===== config.mk =====
export PLATFORM = sky130hd
export DESIGN_NAME = led_bar_arbiter_flat
export DESIGN_NICKNAME = d
export VERILOG_FILES = /design/src/rtl/led_bar_pkg.sv /design/src/rtl/led_bar_arbiter_if.sv /design/src/rtl/step_prescaler.sv /design/src/rtl/led_bar_arbiter.sv /design/src/flat_wrapper.sv
export SDC_FILE = /design/constraint.sdc
export NUM_CORES = 1
export LEC_CHECK = 0
export ABC_AREA = 1
export CELL_PAD_IN_SITES_DETAIL_PLACEMENT = 0
export CELL_PAD_IN_SITES_GLOBAL_PLACEMENT = 1
export CORE_AREA = 2 2 77 79
export CTS_BUF_LIST = sky130_fd_sc_hd__clkbuf_4 sky130_fd_sc_hd__clkbuf_8 sky130_fd_sc_hd__clkbuf_16
export CTS_CLUSTER_SIZE = 10
export DETAILED_ROUTE_END_ITERATION = 16
export DIE_AREA = 0 0 79 81
export GPL_TIMING_DRIVEN = 0
export PLACE_DENSITY = 0.76
export SLEW_MARGIN = 30
export SYNTH_ARGS = -nofsm -noshare
export SYNTH_HDL_FRONTEND = slang
export SYNTH_SLANG_ARGS = --single-unit

===== constraint.sdc =====
create_clock -name clk -period 1.7 [get_ports clk]
set_input_delay 0.34 -clock clk [delete_from_list [all_inputs] [get_ports clk]]
set_output_delay 0.34 -clock clk [all_outputs]
set_load 0.005 [all_outputs]

===== src/rtl/led_bar_pkg.sv =====
// Shared types and constants for the LED bar arbiter: FSM state encoding,
// bar-owner encoding and the default bar width.
package led_bar_pkg;

  localparam int unsigned DefaultWidth = 16;

  localparam logic OWN_FLASH = 1'b0;
  localparam logic OWN_DIAG  = 1'b1;

  typedef enum logic [1:0] {
    StFlash,
    StBlankToDiag,
    StDiag,
    StBlankToFlash
  } arb_state_e;

endpackage


===== src/rtl/led_bar_arbiter_if.sv =====
// Bar-side signal bundle between the flasher/diagnostic requesters (master)
// and the arbiter that drives the lamps (slave).
interface led_bar_arbiter_if
  import led_bar_pkg::*;
#(
  parameter int unsigned WIDTH = DefaultWidth
);

  logic [WIDTH-1:0] flash_led;
  logic             step_en;
  logic             diag_req;
  logic [WIDTH-1:0] diag_led;
  logic             diag_gnt;
  logic             timeout;
  logic             owner;
  logic [WIDTH-1:0] led_out;

  modport master (
    output flash_led,
    output diag_req,
    output diag_led,
    input  step_en,
    input  diag_gnt,
    input  timeout,
    input  owner,
    input  led_out
  );

  modport slave (
    input  flash_led,
    input  diag_req,
    input  diag_led,
    output step_en,
    output diag_gnt,
    output timeout,
    output owner,
    output led_out
  );

endinterface


===== src/rtl/step_prescaler.sv =====
// Free-running 0..PRESCALE-1 counter that advances only while run is high;
// tc marks the terminal-count cycle.
module step_prescaler #(
  parameter int unsigned PRESCALE = 4
) (
  input  logic clk,
  input  logic rst,
  input  logic run,
  output logic tc
);

  localparam int unsigned CntW = (PRESCALE > 1) ? $clog2(PRESCALE + 1) : 1;
  localparam logic [CntW-1:0] CntLast = CntW'(PRESCALE - 1);

  logic [CntW-1:0] cnt_q;

  assign tc = run && (cnt_q == CntLast);

  always_ff @(posedge clk) begin
    if (rst) begin
      cnt_q <= '0;
    end else if (run) begin
      cnt_q <= tc ? '0 : cnt_q + 1'b1;
    end
  end

endmodule


===== src/rtl/led_bar_arbiter.sv =====
// Shares the LED bar between the bound flasher and a diagnostic source,
// switching only on step boundaries with a blank cycle and a bounded hold.
module led_bar_arbiter
  import led_bar_pkg::*;
#(
  parameter int unsigned WIDTH    = DefaultWidth,
  parameter int unsigned PRESCALE = 4,
  parameter int unsigned MAX_HOLD = 64
) (
  input  logic             clk,
  input  logic             rst,
  led_bar_arbiter_if.slave bus
);

  localparam int unsigned HoldW = $clog2(MAX_HOLD + 1);
  localparam logic [HoldW-1:0] HoldLast = HoldW'(MAX_HOLD - 1);

  arb_state_e       state_q;
  logic [HoldW-1:0] hold_q;
  logic             lock_q;
  logic             step_en_q;
  logic             diag_gnt_q;
  logic             timeout_q;
  logic             owner_q;
  logic [WIDTH-1:0] led_q;
  logic             tc;

  step_prescaler #(
    .PRESCALE(PRESCALE)
  ) u_step_prescaler (
    .clk(clk),
    .rst(rst),
    .run(state_q == StFlash),
    .tc (tc)
  );

  // led_out is loaded from the source of the state being entered, so the bar,
  // owner and diag_gnt all change together on the same edge.
  always_ff @(posedge clk) begin
    if (rst) begin
      state_q    <= StFlash;
      hold_q     <= '0;
      lock_q     <= 1'b0;
      step_en_q  <= 1'b0;
      diag_gnt_q <= 1'b0;
      timeout_q  <= 1'b0;
      owner_q    <= OWN_FLASH;
      led_q      <= '0;
    end else begin
      step_en_q <= 1'b0;
      timeout_q <= 1'b0;
      case (state_q)
        StFlash: begin
          led_q <= bus.flash_led;
          if (!bus.diag_req) lock_q <= 1'b0;
          if (tc) begin
            if (bus.diag_req && !lock_q) begin
              state_q <= StBlankToDiag;
              hold_q  <= '0;
              led_q   <= '0;
            end else begin
              step_en_q <= 1'b1;
            end
          end
        end
        StBlankToDiag: begin
          state_q    <= StDiag;
          diag_gnt_q <= 1'b1;
          owner_q    <= OWN_DIAG;
          led_q      <= bus.diag_led;
        end
        StDiag: begin
          led_q <= bus.diag_led;
          if (!bus.diag_req || (hold_q == HoldLast)) begin
            state_q    <= StBlankToFlash;
            diag_gnt_q <= 1'b0;
            owner_q    <= OWN_FLASH;
            led_q      <= '0;
            // A request dropped on the last allowed cycle is a clean release.
            if (bus.diag_req) begin
              timeout_q <= 1'b1;
              lock_q    <= 1'b1;
            end
          end else begin
            hold_q <= hold_q + 1'b1;
          end
        end
        StBlankToFlash: begin
          state_q <= StFlash;
          led_q   <= bus.flash_led;
        end
        default: begin
          state_q <= StFlash;
          led_q   <= '0;
        end
      endcase
    end
  end

  assign bus.step_en  = step_en_q;
  assign bus.diag_gnt = diag_gnt_q;
  assign bus.timeout  = timeout_q;
  assign bus.owner    = owner_q;
  assign bus.led_out  = led_q;

endmodule


===== src/flat_wrapper.sv =====
// flat-port wrapper written by rule: the top's interface ports become plain ports
module led_bar_arbiter_flat import led_bar_pkg::*;
#(
  parameter int unsigned WIDTH    = DefaultWidth,
  parameter int unsigned PRESCALE = 4,
  parameter int unsigned MAX_HOLD = 64
)
  (clk, rst, bus_flash_led, bus_diag_req, bus_diag_led, bus_step_en, bus_diag_gnt, bus_timeout, bus_owner, bus_led_out);
  led_bar_arbiter_if #(.WIDTH(WIDTH)) bus_i ();
  input  logic clk;
  input  logic rst;
  input wire logic [$bits(bus_i.flash_led)-1:0] bus_flash_led;
  input wire logic [$bits(bus_i.diag_req)-1:0] bus_diag_req;
  input wire logic [$bits(bus_i.diag_led)-1:0] bus_diag_led;
  output wire logic [$bits(bus_i.step_en)-1:0] bus_step_en;
  output wire logic [$bits(bus_i.diag_gnt)-1:0] bus_diag_gnt;
  output wire logic [$bits(bus_i.timeout)-1:0] bus_timeout;
  output wire logic [$bits(bus_i.owner)-1:0] bus_owner;
  output wire logic [$bits(bus_i.led_out)-1:0] bus_led_out;
  assign bus_i.flash_led = bus_flash_led;
  assign bus_i.diag_req = bus_diag_req;
  assign bus_i.diag_led = bus_diag_led;
  assign bus_step_en = bus_i.step_en;
  assign bus_diag_gnt = bus_i.diag_gnt;
  assign bus_timeout = bus_i.timeout;
  assign bus_owner = bus_i.owner;
  assign bus_led_out = bus_i.led_out;
  led_bar_arbiter #(.WIDTH(WIDTH), .PRESCALE(PRESCALE), .MAX_HOLD(MAX_HOLD)) u_core (.clk(clk), .rst(rst), .bus(bus_i));
endmodule

=== Yosys cells after proc, flatten, opt, wreduce, memory -nomap -nowiden ===
Index checks and enable logic that the tools add are counted.

* Input bits: 35
* Bits in registers: 32
* Logic and storage cells: 60
* Output and inout port bits: 20

* Reduce and logical (&&, ||, !) cells: 14
* $add $sub $neg: 2
* Bitwise gates (word level): 4
* Muxes and demuxes: 21
* Equality and inequality tests: 11

{| class="wikitable"
|+ Operators by type and width
! kind !! count
|-
| $pmux 16 s4 || 1
|-
| $mux 16 || 3
|-
| $mux 7 || 3
|-
| $pmux 7 s2 || 1
|-
| $pmux 2 s4 || 1
|-
| $reduce_and 4->1 || 2
|-
| $add 7x1->7 const B || 1
|-
| $eq 7x6->1 const B || 1
|-
| $mux 1 || 6
|-
| $mux 2 || 3
|-
| $ne 2x1->1 const B || 3
|-
| $ne 2x2->1 const B || 3
|-
| $reduce_or 3->1 || 2
|-
| $eq 2x2->1 const B || 2
|-
| $not 1->1 || 4
|-
| $pmux 1 s2 || 2
|-
| $reduce_bool 2->1 || 2
|-
| $add 3x1->3 const B || 1
|-
| $eq 3x2->1 const B || 1
|-
| $mux 3 || 1
|-
| $reduce_and 3->1 || 1
|-
| $eq 2x1->1 const B || 1
|-
| $logic_and 1x1->1 || 2
|-
| $logic_not 1->1 || 2
|-
| other kinds (3) || 3
|}

=== Longest topological paths before layout ===
Gate-level depths: netlist (run 1).

* Depth after elaboration: 5
* Depth in mapped cells: 9
* Mapped depth without buffers: 9

=== By module ===
Synthesis (run 1) repeated with hierarchy kept, for this count alone.

* Cell total of the unflattened synthesis: 253
* Area total of the unflattened synthesis: 1791.7 sq um

{| class="wikitable"
|+ Modules (own cells, without submodules)
! module !! seq. area each (sq um) !! cells an instance !! area each (sq um) !! times used
|-
| led_bar_arbiter || 580.6 || 236 || 1661.6 || 1
|-
| step_prescaler || 60.1 || 17 || 130.1 || 1
|}

=== Least setup slack after synthesis (run 1) ===
No wires, ideal clock.

* Kind: reg-to-reg
* Start: reg u_core.state_q[0]
* End: reg u_core.led_q[10], in the netlist u_core.bus.led_out[10]
* Arrival: 1.360 ns
* Clock period less this slack: 1.476 ns
* Path slack: 0.224 ns
* Required time: 1.584 ns
* Cell stages (with the launch flop): 8
* Library setup time: 0.116 ns
* Path buffers: 2
* Path through: dfxtp_1 -> inv_1 -> ha_1 -> or2_2 -> clkbuf_2 -> buf_2 -> nand2_1 -> a21oi_1

* Cells in the longest elaborated chain, start to end: 4
* Elaborated cells on any way between the ends: 7
* Those cells by class: 3 x eq/ne; 2 x mux; 2 x reduce/logical

{| class="wikitable"
|+ Ends and longest elaborated chain
! element !! RTL line !! text
|-
| start, declared || led_bar_arbiter.sv:18 || <nowiki>arb_state_e state_q;</nowiki>
|-
| start signal, assigned || led_bar_arbiter.sv:41 || <nowiki>state_q <= StFlash;</nowiki>
|-
| start signal, assigned || led_bar_arbiter.sv:58 || <nowiki>state_q <= StBlankToDiag;</nowiki>
|-
| start signal, assigned || led_bar_arbiter.sv:67 || <nowiki>state_q <= StDiag;</nowiki>
|-
| $logic_not 2->1 || led_bar_arbiter.sv:33, led_bar_arbiter.sv:52 ||
|-
| $logic_and 1x1->1 || step_prescaler.sv:17 || <nowiki>assign tc = run && (cnt_q == CntLast);</nowiki>
|-
| $mux 16 || led_bar_arbiter.sv:56 || <nowiki>if (tc) begin</nowiki>
|-
| $pmux 16 s4 (*) || led_bar_arbiter.sv:52 || <nowiki>case (state_q)</nowiki>
|-
| end signal, assigned || led_bar_arbiter.sv:54 || <nowiki>led_q <= bus.flash_led;</nowiki>
|-
| end signal, assigned || led_bar_arbiter.sv:70 || <nowiki>led_q <= bus.diag_led;</nowiki>
|-
| end signal, assigned || led_bar_arbiter.sv:73 || <nowiki>led_q <= bus.diag_led;</nowiki>
|-
| end, declared || led_bar_arbiter.sv:25 || <nowiki>logic [WIDTH-1:0] led_q;</nowiki>
|}

Mark *: on every way between the ends. The rest lies on a longest branch, timed or not.
A chain may end at the register's enable or synchronous reset.

==> results of run 1 <==
## worst min-delay path, cell delays in order (launching register included)
cell and delay, ns:
sky130_fd_sc_hd__dfxtp_1 0.31, sky130_fd_sc_hd__nand2_1 0.06, sky130_fd_sc_hd__nor2_1 0.03
## flip-flops by register name, indices dropped and copies added, names as in the netlist
name and flops:
u_core.bus.led_out 16, u_core.hold_q 7, u_core.u_step_prescaler.cnt_q 3, u_core.state_q 2
u_core.bus.diag_gnt 1, u_core.bus.step_en 1, u_core.bus.timeout 1, u_core.lock_q 1
## per-stage QoR
step,cell area [um2],TNS [ns]
global placement,2300,-3.24
global route,2430,0
finish,2430,0
detailed placement,2300,-3.46
floorplan,1670,0
CTS,2400,0
## cell families after synthesis
group | Yosys count
buffers and inverters | 39
AOI/OAI and AO/OA | 51
DFF | 32
adders and majority gates | 7
and+or+nand+nor | 114
## final timing paths
check / start / end / slack, ns / cells past startpoint
setup reg to reg: u_core.state_q[0]$_SDFFE_PP0P_ / u_core.hold_q[0]$_SDFFE_PP0P_ / 0.13 / 9
hold / removal: u_core.u_step_prescaler.cnt_q[2]$_SDFFE_PP0N_ / u_core.u_step_prescaler.cnt_q[2]$_SDFFE_PP0N_ / 0.44 / 2
setup / recovery: u_core.bus.diag_gnt$_SDFFE_PP0P_ / bus_owner / 0.11 / 2
hold reg to reg: u_core.u_step_prescaler.cnt_q[2]$_SDFFE_PP0N_ / u_core.u_step_prescaler.cnt_q[2]$_SDFFE_PP0N_ / 0.44 / 2
## cell usage in the layout, fill, tap and decap left out
master and count:
sky130_fd_sc_hd__nand4_1 2, sky130_fd_sc_hd__ha_1 5, sky130_fd_sc_hd__inv_1 27, sky130_fd_sc_hd__nor2_2 1, sky130_fd_sc_hd__nor3b_1 2, sky130_fd_sc_hd__o21bai_1 1, sky130_fd_sc_hd__buf_4 3, sky130_fd_sc_hd__nand2_2 4
sky130_fd_sc_hd__inv_2 2, sky130_fd_sc_hd__nand2_1 75, sky130_fd_sc_hd__nand3_2 1, sky130_fd_sc_hd__nor2_1 15, sky130_fd_sc_hd__ha_2 2, sky130_fd_sc_hd__clkinvlp_4 2, sky130_fd_sc_hd__nor3_4 1, sky130_fd_sc_hd__nand3b_1 1
sky130_fd_sc_hd__nand3_1 8, sky130_fd_sc_hd__o21ai_1 2, sky130_fd_sc_hd__a22oi_1 1, sky130_fd_sc_hd__dfxtp_2 2, sky130_fd_sc_hd__nand2_4 3, sky130_fd_sc_hd__a21oi_4 1, sky130_fd_sc_hd__clkdlybuf4s50_1 54, sky130_fd_sc_hd__or2_2 1
sky130_fd_sc_hd__buf_6 2, sky130_fd_sc_hd__clkbuf_2 1, sky130_fd_sc_hd__dfxtp_1 30, sky130_fd_sc_hd__o31ai_1 2, sky130_fd_sc_hd__o21ai_0 16, sky130_fd_sc_hd__a21oi_1 27, sky130_fd_sc_hd__a211oi_1 1, sky130_fd_sc_hd__clkbuf_8 6
sky130_fd_sc_hd__clkbuf_1 4
## area by class of cell
cell class              instances  area, um2  share of cell area [%]
inverters                      29        109                    4.48
plain buffers                   9       57.6                    2.37
well taps                      75       93.8                    3.86
clock inverters                 2       15.0                   0.618
repair buffers                 55        548                    22.5
flip-flops and latches         32        643                    26.5
multi-input cells             172        882                    36.3
clock buffers                   6       82.6                    3.40
## per-layer routing
layer  share of wire, %  track usage, %  wire length [um]  vias up
met1                 48            16.6              1930      704
li1                   -               -                 -      891
met5                  0               0                 0        -
met3                7.4            4.44               300        6
met4                1.8            5.69                72        0
met2                 43            22.6              1740       45
## power by group
group	switching [mW]	internal, mW	leakage, nW	total, mW
sequential	0.0440	0.846	0.262	0.890
combinational	0.393	0.371	0.698	0.764
clock	0.302	0.328	0.0434	0.630
total	0.739	1.54	1.00	2.28
## what timing repair did
item,CTS,global route
gates resized for setup,1,10
endpoints found under the setup margin,10,17
gates cloned,0,0
setup buffers,0,1
pin swaps,1,1
==> reports/qor.yml, run 1 <==
outcome:
  status: "finished clean"
synth:
  synth_warnings: 0
  synth_enable_flop_cells: 0
  asyncSetResetFlopFracSynth_pct: 0
  synth_top_family_by_area: "simple AND/OR/NAND/NOR gates"
  avgSynthCellArea_um2: 6.85
  synth.top_cells.by_count: "75 x sky130_fd_sc_hd__nand2_1, 32 x sky130_fd_sc_hd__dfxtp_1, 28 x sky130_fd_sc_hd__inv_1, 27 x sky130_fd_sc_hd__a21oi_1, 16 x sky130_fd_sc_hd__o21ai_0"
  synthMostInstantiatedCell: "sky130_fd_sc_hd__nand2_1"
  synth_seq_cells: 32
  synth_top_cell_by_area: "sky130_fd_sc_hd__dfxtp_1"
  post_synth_instance_area_mm2: 0.00167
  post_synth_inst_count: 243
  synth_compound_area_share_pct: 16.3
  synth_fa_ha_area_share_pct: 5.26
  synthDistinctLibCells: 28
  synth_simple_gate_area_share_pct: 30.1
  synth-seq-area-share_pct: 38.5
  synth.net_count: 285
  yosys_most_used_dff: "sky130_fd_sc_hd__dfxtp_1"
  cells_taking_the_most_area_after_synthesis: "sky130_fd_sc_hd__dfxtp_1 38%, sky130_fd_sc_hd__nand2_1 17%, sky130_fd_sc_hd__a21oi_1 8.1%"
  synthMuxAreaShare_pct: 0
  post_synth_xor_area_fraction_pct: 0
  synthDominantCellAreaShare_pct: 38.5
grt:
  global_route.overflow_total: 0
  grt_util_all_layers_pct: 13.8
  first_global_vias: 1557
  global_route_wire_length_before_repair_um: 6890
  antenna_violations_before_repair: 0
  maximum_number_of_pins_on_one_net_before_global_route_repair: 12
sta:
  fin_skew_ns: 0.00684
  setup_viol: 0
  rsz_0062_raised_after_global_routing: "false"
  layout_setup_ws_ns: 0.114
  achievable-frequency_mhz: 631
  min_period_over_period_pct: 93.3
  timing.final.hold_violations: 0
  worst_slew_pin_slew_ns: 0.446
  hold-worst-slack_ns: 0.439
  min_period_ns: 1.59
  final-max-slew-violation-count: 0
  relSlewSlack_pct: 70.3
drt:
  drt_iter0_drc: 48
  detail-route-antenna-nets: 0
  drc: 0
  post_drt_wl_per_cell_um: 10.7
  dr.pass1.iters: 4
  vias: 1646
  totalWireLength_um: 4050
  routed_via_density: 4.33
final_layout:
  filler_cell_count: 614
  n_antenna_cell: 0
  finalCoreUtilization_pct: 42.8
  finish.cell_count_without_fillers: 380
  area.growth.synth_to_final_pct: 46.0
  layout.nets: 346
  drive_above_1_share_pct: 10.5
placement:
  port_buffers: 54
  number_of_placed_instances_taps_included: 372
  placement.setup.worst_slack_ns: -0.244
  gpl_wtd_cong: 0.756
  dp_hpwl_um: 2930
floorplan:
  std_cell_rows: 28
  num_io_pins: 55
  die_h_um: 81
  die_width_um: 79
  core_mm2: 0.00568
  starting_density_of_the_core_pct: 29.3
  design.die.area_mm2: 0.00640
worst_setup_path:
  critPathMaxFanout: 3
  critPathCaptureType: "output pin"
  critPathLaunchType: "flip-flop"
  critPathRequiredTime_ns: 1.36
  worst-endpoint-arrival_ns: 1.25
  cpLargestDelayFamily: "buffers and inverters"
  worst-path-buf-inv: 2
  cp_slowest_cell: "sky130_fd_sc_hd__clkdlybuf4s50_1"
  critical_path.max_stage_delay_ns: 0.48
  path_cells: "buf_4 -> clkdlybuf4s50_1"
  worst-setup-path-type: "flip-flop to output pin"
power:
  p_total_mw: 2.28
  p_leak_nw: 1.00
  pwr_density_cell_mw_per_mm2: 939
  vdd_drop_max_uv: 350
clocking:
  root_buffer: "sky130_fd_sc_hd__clkbuf_8"
  tritoncts_clock_tree: "built"
  htree_num_levels: 2
  cts-buffers-inserted: 5
  hold_buffer_count_at_cts: 0
  clock_sinks: 32
  clkTransAtPathRegs_ns: 0.07
  worstSkewPairLatency_ns: 0.29
  ctsLongestPathBuffers: 2
min_path:
  hold_removal_path_class: "flip-flop to flip-flop"
job:
  timing.max_cap.violations: 0
No activity file was read; power rests on OpenSTA's default activity.
==> run 2: changes to the inputs <==
--- a/config.mk
+++ b/config.mk
@@ -15,6 +15,7 @@
 export DIE_AREA = 0 0 79 81
 export GPL_TIMING_DRIVEN = 0
 export PLACE_DENSITY = 0.76
+export SKIP_CTS_REPAIR_TIMING = 1
 export SLEW_MARGIN = 30
 export SYNTH_ARGS = -nofsm -noshare
 export SYNTH_HDL_FRONTEND = slang
==> run 2 against run 1 <==
Final cell count unchanged. Worst setup slack about the same. Maximum frequency about the same. Largest power group unchanged. Highest routed layer unchanged.
==> reports/qor.yml, run 2 (synthesis gave the netlist of run 1 again) <==
drt:
  dr.pass1.iters: 4
  drt_iter0_drc: 48
  drc: 0
  totalWireLength_um: 4050
  routed_via_density: 4.33
  vias: 1646
  post_drt_wl_per_cell_um: 10.7
  detail-route-antenna-nets: 0
worst_setup_path:
  setup.reg_to_reg.worst_slack_ns: 0.13
  reg2reg_to: "u_core.hold_q[0]$_SDFFE_PP0P_"
  r2r_cells: 9
  worst-endpoint-arrival_ns: 1.25
  critPathLaunchType: "flip-flop"
  critPathRequiredTime_ns: 1.36
  timing.critical_path.from: "u_core.bus.diag_gnt$_SDFFE_PP0P_"
  critPathMaxFanout: 3
  critPathCaptureType: "output pin"
  critical_path.reg2reg.startpoint: "u_core.state_q[0]$_SDFFE_PP0P_"
  worst-setup-path-type: "flip-flop to output pin"
placement:
  placedInstanceArea_mm2: 0.00230
  gpl_wtd_cong: 0.756
  dp_hpwl_um: 2930
  port_buffers: 54
power:
  pwr_density_cell_mw_per_mm2: 939
  p_leak_nw: 1.00
  vdd_drop_max_uv: 349
final_layout:
  layout.cells.most_common: "sky130_fd_sc_hd__nand2_1"
  drive_above_1_share_pct: 10.5
  area.growth.synth_to_final_pct: 46.0
  area_used_by_multi_input_combinational_logic_um2: 882
  layout.nets: 346
  most_used_cells_in_the_layout_excluding_fill_and_tap_cells: "75 x sky130_fd_sc_hd__nand2_1, 54 x sky130_fd_sc_hd__clkdlybuf4s50_1, 30 x sky130_fd_sc_hd__dfxtp_1, 27 x sky130_fd_sc_hd__inv_1, 27 x sky130_fd_sc_hd__a21oi_1"
  fin_area_mm2: 0.00243
  filler_cell_count: 614
  n_antenna_cell: 0
  largest_reg_flops: 16
  sequential_area_um2: 643
sta:
  min_period_ns: 1.59
  hold-worst-slack_ns: 0.439
  setup_viol: 0
  min_period_over_period_pct: 93.3
  achievable-frequency_mhz: 631
  rsz_0062_raised_after_global_routing: "false"
  worst_slew_pin_slew_ns: 0.446
  final-max-slew-violation-count: 0
  timing.final.hold_violations: 0
  relSlewSlack_pct: 70.3
  fin_skew_ns: 0.00683
floorplan:
  design.die.area_mm2: 0.00640
  starting_density_of_the_core_pct: 29.3
  core_mm2: 0.00568
  num_io_pins: 55
  die_width_um: 79
  std_cell_rows: 28
  die_h_um: 81
outcome:
  status: "finished clean"
clocking:
  tritoncts_clock_tree: "built"
  root_buffer: "sky130_fd_sc_hd__clkbuf_8"
  cts-buffers-inserted: 5
  clkTransAtPathRegs_ns: 0.07
  clock_sinks: 32
  ctsLongestPathBuffers: 2
  worstSkewPairLatency_ns: 0.29
  htree_num_levels: 2
min_path:
  worstHoldStart: "u_core.u_step_prescaler.cnt_q[2]$_SDFFE_PP0N_"
  hold-path-cell-count: 2
  worst_hold_endpoint: "u_core.u_step_prescaler.cnt_q[2]$_SDFFE_PP0N_"
  hold_removal_path_class: "flip-flop to flip-flop"
job:
  timing.max_cap.violations: 0
grt:
  global_route.overflow_total: 0
  antenna_violations_before_repair: 0
  maximum_number_of_pins_on_one_net_before_global_route_repair: 12
  first_global_vias: 1557
  grt_util_all_layers_pct: 13.8
  global_route_wire_length_before_repair_um: 6890
[run 2: cell counts in the layout (fill, tap and decap cells not counted)]
No cell type changed its count.
[run 2: power breakdown]
part / leakage [nW] / internal, mW / switching, mW
registers: 0.262 / 0.846 / 0.0440
clock network: 0.0434 / 0.328 / 0.302
logic: 0.699 / 0.371 / 0.393
total: 1.00 / 1.54 / 0.739
[run 2: cell type report]
class,instances,share of cell area (%)
multi-input cells,172,36.3
flip-flops and latches,32,26.5
repair buffers,55,22.5
inverters,29,4.48
well taps,75,3.86
clock buffers,6,3.40
plain buffers,9,2.37
clock inverters,2,0.618
[run 2: per-stage QoR]
stage	instances	power (mW)	worst slack, ns	utilization [%]	setup TNS [ns]
after global placement	372	1.66	-0.230	40.5	-3.24
after global routing	380	2.46	0.0140	42.8	0
after CTS	380	2.30	-0.0358	42.2	-0.264
after floorplan	243	1.34	0.224	-	0
final	380	2.28	0.114	42.8	0
after detailed placement	372	1.66	-0.244	40.5	-3.46
[run 2: worst max-delay path, cell delays in order (launching register included)]
cell and delay, ns:
sky130_fd_sc_hd__dfxtp_1 0.36, sky130_fd_sc_hd__buf_4 0.11, sky130_fd_sc_hd__clkdlybuf4s50_1 0.48
[run 2: metal layers]
metal | vias up | track usage, % | share of wire (%)
met3 | 6 | 4.44 | 7.4
met1 | 704 | 16.6 | 48
met2 | 45 | 22.6 | 43
met5 | - | 0 | 0
met4 | 0 | 5.69 | 1.8
li1 | 891 | - | -
[run 2: how the worst max path moves through the flow]
| stage | endpoint | slack (ns) |
|---|---|---|
| after floorplan | u_core.bus.led_out[10]$_SDFF_PP0_ | 0.22 |
| after global placement | u_core.bus.led_out[9]$_SDFF_PP0_ | -0.23 |
| after detailed placement | u_core.bus.led_out[7]$_SDFF_PP0_ | -0.24 |
| after CTS | u_core.bus.led_out[7]$_SDFF_PP0_ | -0.04 |
| after global routing | u_core.hold_q[0]$_SDFFE_PP0P_ | 0.01 |
| final | bus_owner | 0.11 |
